### src/rtl/clock_pkg.sv
`default_nettype none
// ============================================================================
//  Package : clock_pkg
//  Shared constants for the watch time-set datapath: edit FSM encodings,
//  cursor digit indices and the BCD digit maximum values.
//  Revision: 1.0  initial release
// ============================================================================
package clock_pkg;

   typedef enum logic [1:0] {
      ST_IDLE   = 2'd0,
      ST_EDIT   = 2'd1,
      ST_COMMIT = 2'd2
   } state_t;

   // Cursor digit indices; the index also gives the nibble position in the
   // packed BCD time word.
   localparam logic [2:0] CUR_SEC_O = 3'd0;
   localparam logic [2:0] CUR_SEC_T = 3'd1;
   localparam logic [2:0] CUR_MIN_O = 3'd2;
   localparam logic [2:0] CUR_MIN_T = 3'd3;
   localparam logic [2:0] CUR_HR_O  = 3'd4;
   localparam logic [2:0] CUR_HR_T  = 3'd5;

   // Digit maximum values.
   localparam logic [3:0] MAX_ONES     = 4'd9;  // sec/min/hr ones
   localparam logic [3:0] MAX_TENS_MS  = 4'd5;  // sec/min tens
   localparam logic [3:0] MAX_HR_T     = 4'd2;  // hour tens
   localparam logic [3:0] MAX_HR_O_20S = 4'd3;  // hour ones when hour tens is 2

endpackage : clock_pkg
`default_nettype wire

### src/rtl/time_set_ctrl_if.sv
`default_nettype none
// ============================================================================
//  Interface : time_set_ctrl_if
//  Bundles the time-set controller's control and data signals.
//    mode_set/cursor/up/down : edit controls from the mode FSM / buttons
//    cur_time                : live BCD time from the watch counter
//    load_ack                : watch counter accepted edit_time
//    edit_time/load          : edited time and load request to the counter
//    busy/load_timeout       : status outputs
//  Modports: master drives the controls, slave is the controller.
//  Revision: 1.0  initial release
// ============================================================================
interface time_set_ctrl_if;
   logic        mode_set;
   logic [2:0]  cursor;
   logic        up;
   logic        down;
   logic [23:0] cur_time;
   logic        load_ack;
   logic [23:0] edit_time;
   logic        load;
   logic        busy;
   logic        load_timeout;

   modport master (
      output mode_set, cursor, up, down, cur_time, load_ack,
      input  edit_time, load, busy, load_timeout
   );

   modport slave (
      input  mode_set, cursor, up, down, cur_time, load_ack,
      output edit_time, load, busy, load_timeout
   );
endinterface : time_set_ctrl_if
`default_nettype wire

### src/rtl/bcd_digit_step.sv
`default_nettype none
// ============================================================================
//  Module : bcd_digit_step
//  Combinational single-digit BCD stepper with wrap-around.
//    digit_i : current digit value
//    max_i   : largest legal value for this digit
//    up_i    : increment request
//    down_i  : decrement request
//    next_o  : stepped digit (unchanged if neither or both requests set)
//  Revision: 1.0  initial release
// ============================================================================
module bcd_digit_step (
   input  wire logic [3:0] digit_i,
   input  wire logic [3:0] max_i,
   input  wire logic       up_i,
   input  wire logic       down_i,
   output logic      [3:0] next_o
);

   always_comb begin
      next_o = digit_i;
      if (up_i && !down_i) begin
         // >= rather than == so an out-of-range digit still wraps to 0
         next_o = (digit_i >= max_i) ? 4'd0 : digit_i + 4'd1;
      end else if (down_i && !up_i) begin
         next_o = (digit_i == 4'd0) ? max_i : digit_i - 4'd1;
      end
   end

endmodule : bcd_digit_step
`default_nettype wire

### src/rtl/time_set_ctrl.sv
`default_nettype none
// ============================================================================
//  Module : time_set_ctrl
//  Captures the live time, lets the user step individual BCD digits, and
//  commits the result to the watch counter with a bounded load handshake.
//    clk  : system clock
//    rst  : asynchronous active-low reset
//    bus  : time_set_ctrl_if.slave (controls in, edit_time/load/status out)
//  Parameter LOAD_TIMEOUT : max COMMIT cycles waiting for load_ack.
//  Revision: 1.0  initial release
// ============================================================================
module time_set_ctrl
   import clock_pkg::*;
#(
   parameter int LOAD_TIMEOUT = 255
) (
   input  wire logic       clk,
   input  wire logic       rst,
   time_set_ctrl_if.slave  bus
);

   localparam int CNT_W = $clog2(LOAD_TIMEOUT + 1);
   localparam logic [CNT_W-1:0] CNT_LAST = CNT_W'(LOAD_TIMEOUT - 1);

   state_t           state_q, state_d;
   logic [23:0]      edit_q, edit_d;
   logic             dirty_q, dirty_d;
   logic [CNT_W-1:0] cnt_q, cnt_d;

   logic [3:0]  digit_sel;
   logic [3:0]  digit_max;
   logic        cursor_ok;
   logic [3:0]  digit_next;
   logic        step_req;
   logic [23:0] edit_step;

   // ---------------- digit select / step datapath ----------------
   always_comb begin
      digit_sel = 4'd0;
      digit_max = 4'd0;
      cursor_ok = 1'b1;
      case (bus.cursor)
         CUR_SEC_O: begin digit_sel = edit_q[3:0];   digit_max = MAX_ONES;    end
         CUR_SEC_T: begin digit_sel = edit_q[7:4];   digit_max = MAX_TENS_MS; end
         CUR_MIN_O: begin digit_sel = edit_q[11:8];  digit_max = MAX_ONES;    end
         CUR_MIN_T: begin digit_sel = edit_q[15:12]; digit_max = MAX_TENS_MS; end
         CUR_HR_O: begin
            digit_sel = edit_q[19:16];
            digit_max = (edit_q[23:20] == MAX_HR_T) ? MAX_HR_O_20S : MAX_ONES;
         end
         CUR_HR_T:  begin digit_sel = edit_q[23:20]; digit_max = MAX_HR_T;    end
         default:   cursor_ok = 1'b0;
      endcase
   end

   bcd_digit_step u_step (
      .digit_i (digit_sel),
      .max_i   (digit_max),
      .up_i    (bus.up),
      .down_i  (bus.down),
      .next_o  (digit_next)
   );

   assign step_req = (bus.up ^ bus.down) && cursor_ok;

   always_comb begin
      edit_step = edit_q;
      case (bus.cursor)
         CUR_SEC_O: edit_step[3:0]   = digit_next;
         CUR_SEC_T: edit_step[7:4]   = digit_next;
         CUR_MIN_O: edit_step[11:8]  = digit_next;
         CUR_MIN_T: edit_step[15:12] = digit_next;
         CUR_HR_O:  edit_step[19:16] = digit_next;
         CUR_HR_T: begin
            edit_step[23:20] = digit_next;
            // Moving into the 20s must not leave an illegal 24..29 hour.
            if (digit_next == MAX_HR_T && edit_q[19:16] > MAX_HR_O_20S)
               edit_step[19:16] = MAX_HR_O_20S;
         end
         default: edit_step = edit_q;
      endcase
   end

   // ---------------- state register ----------------
   always_ff @(posedge clk or negedge rst) begin
      if (!rst) begin
         state_q <= ST_IDLE;
         edit_q  <= 24'h000000;
         dirty_q <= 1'b0;
         cnt_q   <= '0;
      end else begin
         state_q <= state_d;
         edit_q  <= edit_d;
         dirty_q <= dirty_d;
         cnt_q   <= cnt_d;
      end
   end

   // ---------------- next-state logic ----------------
   always_comb begin
      state_d = state_q;
      edit_d  = edit_q;
      dirty_d = dirty_q;
      cnt_d   = cnt_q;
      case (state_q)
         ST_IDLE: begin
            cnt_d = '0;
            if (bus.mode_set) begin
               edit_d  = bus.cur_time;
               dirty_d = 1'b0;
               state_d = ST_EDIT;
            end
         end
         ST_EDIT: begin
            // Steps are only taken while still in set mode so the commit
            // decision below always sees the final dirty flag.
            if (!bus.mode_set) begin
               state_d = dirty_q ? ST_COMMIT : ST_IDLE;
               cnt_d   = '0;
            end else if (step_req) begin
               edit_d  = edit_step;
               dirty_d = 1'b1;
            end
         end
         ST_COMMIT: begin
            if (bus.load_ack || cnt_q == CNT_LAST) begin
               state_d = ST_IDLE;
               cnt_d   = '0;
            end else begin
               cnt_d = cnt_q + CNT_W'(1);
            end
         end
         default: begin
            state_d = ST_IDLE;
            cnt_d   = '0;
         end
      endcase
   end

   // ---------------- outputs ----------------
   always_comb begin
      bus.edit_time    = edit_q;
      bus.busy         = (state_q != ST_IDLE);
      bus.load         = (state_q == ST_COMMIT);
      // Pulse during the last COMMIT cycle, while busy is still high.
      bus.load_timeout = (state_q == ST_COMMIT) && !bus.load_ack && (cnt_q == CNT_LAST);
   end

endmodule : time_set_ctrl
`default_nettype wire

### src/flat_wrapper.sv
// flat-port wrapper written by rule: the top's interface ports become plain ports
module time_set_ctrl_flat import clock_pkg::*;
#(
   parameter int LOAD_TIMEOUT = 255
)
  (clk, rst, bus_mode_set, bus_cursor, bus_up, bus_down, bus_cur_time, bus_load_ack, bus_edit_time, bus_load, bus_busy, bus_load_timeout);
  time_set_ctrl_if bus_i ();
  input  wire logic clk;
  input  wire logic rst;
  input wire logic [$bits(bus_i.mode_set)-1:0] bus_mode_set;
  input wire logic [$bits(bus_i.cursor)-1:0] bus_cursor;
  input wire logic [$bits(bus_i.up)-1:0] bus_up;
  input wire logic [$bits(bus_i.down)-1:0] bus_down;
  input wire logic [$bits(bus_i.cur_time)-1:0] bus_cur_time;
  input wire logic [$bits(bus_i.load_ack)-1:0] bus_load_ack;
  output wire logic [$bits(bus_i.edit_time)-1:0] bus_edit_time;
  output wire logic [$bits(bus_i.load)-1:0] bus_load;
  output wire logic [$bits(bus_i.busy)-1:0] bus_busy;
  output wire logic [$bits(bus_i.load_timeout)-1:0] bus_load_timeout;
  assign bus_i.mode_set = bus_mode_set;
  assign bus_i.cursor = bus_cursor;
  assign bus_i.up = bus_up;
  assign bus_i.down = bus_down;
  assign bus_i.cur_time = bus_cur_time;
  assign bus_i.load_ack = bus_load_ack;
  assign bus_edit_time = bus_i.edit_time;
  assign bus_load = bus_i.load;
  assign bus_busy = bus_i.busy;
  assign bus_load_timeout = bus_i.load_timeout;
  time_set_ctrl #(.LOAD_TIMEOUT(LOAD_TIMEOUT)) u_core (.clk(clk), .rst(rst), .bus(bus_i));
endmodule
### config.mk
export PLATFORM = sky130hd
export DESIGN_NAME = time_set_ctrl_flat
export DESIGN_NICKNAME = d
export VERILOG_FILES = /design/src/rtl/clock_pkg.sv /design/src/rtl/time_set_ctrl_if.sv /design/src/rtl/bcd_digit_step.sv /design/src/rtl/time_set_ctrl.sv /design/src/flat_wrapper.sv
export SDC_FILE = /design/constraint.sdc
export NUM_CORES = 1
export LEC_CHECK = 0
export ABC_AREA = 1
export BUFFER_PORTS_ARGS = -buffer_cell sky130_fd_sc_hd__buf_2
export CORE_MARGIN = 3
export CORE_UTILIZATION = 50
export CTS_CLUSTER_DIAMETER = 120
export DETAILED_ROUTE_END_ITERATION = 7
export PLACE_DENSITY = 0.76
export SYNTH_ARGS = -nofsm -noshare
export SYNTH_HDL_FRONTEND = slang
export SYNTH_SLANG_ARGS = --single-unit
### constraint.sdc
create_clock -name clk -period 2.92 [get_ports clk]
set_clock_uncertainty 0.2 [all_clocks]
set_input_delay 0.73 -clock clk [delete_from_list [all_inputs] [get_ports clk]]
set_output_delay 0.73 -clock clk [all_outputs]
set_load 0.005 [all_outputs]
==> flow_metrics.py <==
metrics = {
    "run": {
        "cap_violations": 0,
    },
    "worst_setup_path": {
        "crit_fanout": 6,
        "cp_num_buf_inv": 4,
        "cp_cell_sequence": "buf_12 > buf_8 > dlymetal6s2s_1 > nand4_1 > nand2_1 > nor2_4 > nand2_4 > ha_1 > o21ai_2 > inv_1 > nand2_2 > nand3_2 > a22oi_2 > nand3_2 > nand2_4 > nand2_4 > nand2_1 > nand2_1",
        "crit_end": "u_core.bus.edit_time[17]$_DFFE_PN0P_",
        "slowest_stage": "ha_1",
        "critPathLaunch": "bus_cursor[2]",
        "critical_path_required_ns": 2.90,
        "r2r_start": "u_core.bus.edit_time[22]$_DFFE_PN0P_",
        "crit_family": "simple AND/OR/NAND/NOR gates",
        "path_class": "in -> reg",
        "timing.reg2reg.setup_slack_ns": 0.21,
        "reg2reg_to": "u_core.bus.edit_time[17]$_DFFE_PN0P_",
        "cp_num_cells": 18,
        "cp-start-kind": "input pin",
        "critPathMaxStageDelay_ns": 0.30,
        "reg2regPathDepth": 16,
        "worst_setup_path_end_kind": "register",
        "critPathArrivalTime_ns": 2.79,
    },
    "route": {
        "antenna_left": 0,
        "vias_per_cell": 5.56,
        "first_pass_iters": 5,
        "wl_per_cell_um": 15.1,
        "wl_um": 7170,
        "drcViolationCount": 0,
        "drt_iter0_drc": 191,
        "vias": 2637,
    },
    "hold_path": {
        "hp-class": "reg -> reg",
    },
    "pwr": {
        "ir_drop_mv": 0.408,
        "p_leak_nw": 1.64,
        "p_per_area_nw_per_um2": 598,
        "power_w": 0.00196,
    },
    "outcome": {
        "status": "finished, final reports clean",
    },
    "floorplan": {
        "ioPinCount": 60,
        "die_area_um2": 5660,
        "fp.coreArea_um2": 4500,
        "die_h_um": 75.3,
        "rows": 24,
        "fp.dieW_um": 75.3,
        "start_util": 0.532,
    },
    "cts": {
        "cts_tree": "built",
        "clk_path_buf_depth": 2,
        "clock_latency_ns": 0.29,
        "clock_sink_count": 35,
        "path_clk_slew_ns": 0.07,
        "cts_buffers": 5,
        "clock_tree.root_cell": "clkbuf_8",
        "cts_max_level": 2,
    },
    "synth": {
        "synth.top_cell.area_share": 0.365,
        "yosysUniqueCellTypes": 33,
        "ys_seq_area_frac": 0.365,
        "synth_nets": 373,
        "synth-seq-cells": 35,
        "yosysWarnings": 0,
        "synthTopCellsByArea": "dfrtp_1, nand2_1, nand3_1",
        "synthCells": 331,
        "synth_largest_area_cell": "dfrtp_1",
        "syn_avg_cell_area_um2": 7.25,
        "syn_area_um2": 2400,
    },
    "final_layout": {
        "antennaDiodeCount": 0,
        "synthToLayoutAreaGrowth_pct": 36.8,
        "final_common_cell": "nand2_1",
        "finalNetCount": 465,
        "final_cell_mix": "nand2_1, buf_2, inv_1, dfrtp_1",
        "drive_above_1_share": 0.360,
        "final.fill_count": 340,
    },
    "global_route": {
        "grt_pass1_vias": 2505,
        "grt_max_degree": 36,
        "grt_pass1_wl_um": 11500,
        "track_usage": 0.271,
        "antenna_found_initial": 0,
        "gr-total-overflow": 0,
    },
    "sta": {
        "finalSetupTns_ns": 0,
        "min_period_ns": 2.81,
        "worstMarginPinSlew_ns": 0.773,
        "setup_viol": 0,
        "final.period_utilization": 0.962,
        "slew_viol_final": 0,
        "final_hold_viol_count": 0,
        "fmax_mhz": 356,
        "relSlewSlack": 0.485,
        "rsz0062_at_grt": "true",
    },
    "placed_design": {
        "globalplace.congestion": 0.981,
        "io_buffers": 59,
        "dpl.hpwl_um": 5240,
    },
}
## where the power goes
| group | leakage (nW) | internal [W] | switching, W |
|---|---|---|---|
| Combinational | 1.18 | 0.000411 | 0.000495 |
| Clock | 0.0361 | 0.000158 | 0.000170 |
| Sequential | 0.424 | 0.000606 | 0.000123 |
| Total | 1.64 | 0.00117 | 0.000788 |
## per-layer routing
metal	wire length [um]	vias to the layer above	part of all wire	GRT usage
met3	372	23	0.052	0.0454
li1	-	1297	-	-
met4	249	0	0.035	0.122
met5	0	-	0	0
met2	3470	93	0.48	0.444
met1	3080	1224	0.43	0.351
## how the worst min path moves through the flow
| stage | startpoint | endpoint | cells past startpoint |
|---|---|---|---|
| global placement | u_core.state_q[1]$_DFFE_PN0P_ | u_core.state_q[0]$_DFFE_PN0P_ | 1 |
| global route | u_core.bus.edit_time[16]$_DFFE_PN0P_ | u_core.bus.edit_time[16]$_DFFE_PN0P_ | 2 |
| CTS | u_core.state_q[1]$_DFFE_PN0P_ | u_core.state_q[0]$_DFFE_PN0P_ | 1 |
| finish | u_core.state_q[1]$_DFFE_PN0P_ | u_core.state_q[0]$_DFFE_PN0P_ | 1 |
| floorplan | rst | u_core.bus.edit_time[0]$_DFFE_PN0P_ | 0 |
| detailed placement | u_core.state_q[1]$_DFFE_PN0P_ | u_core.state_q[0]$_DFFE_PN0P_ | 1 |
## cell families after synthesis
kind of cell / Yosys count / synth area share
xor+xnor: 2 / 0.00730
compound gates: 59 / 0.155
flops: 35 / 0.365
buf+inv: 50 / 0.0809
fa+ha+maj: 9 / 0.0469
simple gates: 176 / 0.345
## timing repair
action / 4_1_cts / 5_1_grt
gates resized for setup: 19 / 33
endpoints found under the setup margin: 24 / 24
pin swaps: 9 / 28
hold buffers: 0 / 0
buffers inserted: 0 / 4
## synth_stat cells (all sizes together)
library cell / count
a2bb2oi: 7
buf: 3
nand2: 83
nand4: 9
inv: 45
or2: 1
a221oi: 1
xor2: 2
nor3b: 2
o21ai: 13
dfrtp: 35
clkbuf: 2
nor2: 42
o21bai: 1
o31ai: 1
a22oi: 6
nor3: 7
ha: 9
a31oi: 10
a21oi: 16
o22ai: 4
nor4: 2
nand3: 30
## flip-flops by register name, summed over array words and instances, names as in the netlist
register              cells
u_core.bus.edit_time     24
u_core.cnt_q              8
u_core.state_q            2
u_core.dirty_q            1
## final cells by class
type                            instances  area (um2)  share of cell area
Multi-Input combinational cell        246        1480               0.452
Sequential cell                        35         876               0.267
Timing Repair Buffer                   90         599               0.183
Inverter                               45         181              0.0553
Clock buffer                            5        68.8              0.0210
Tap cell                               52        65.1              0.0198
Clock inverter                          1        7.51             0.00229
## worst reg2reg max path, delay by kind of cell, from the launching register on
kind	cells	cell delay, ns
and+or+nand+nor	13	1.38
AOI/OAI and AO/OA	2	0.28
adders and majority gates	1	0.32
DFF	1	0.45
## stage by stage
step           setup WS (ns)  cell area, um2   util  hold WS, ns  cells
6_report               0.110            3280  0.729        0.300    474
5_1_grt              -0.0662            3280  0.729        0.349    474
4_1_cts               0.0245            3110  0.691        0.303    470
3_5_place_dp          -0.439            2960  0.656        0.289    464
3_3_place_gp          -0.318            2960  0.656        0.283    464
2_1_floorplan        0.00573            2420      -        0.234    331
(Power assumes the default switching activity.)
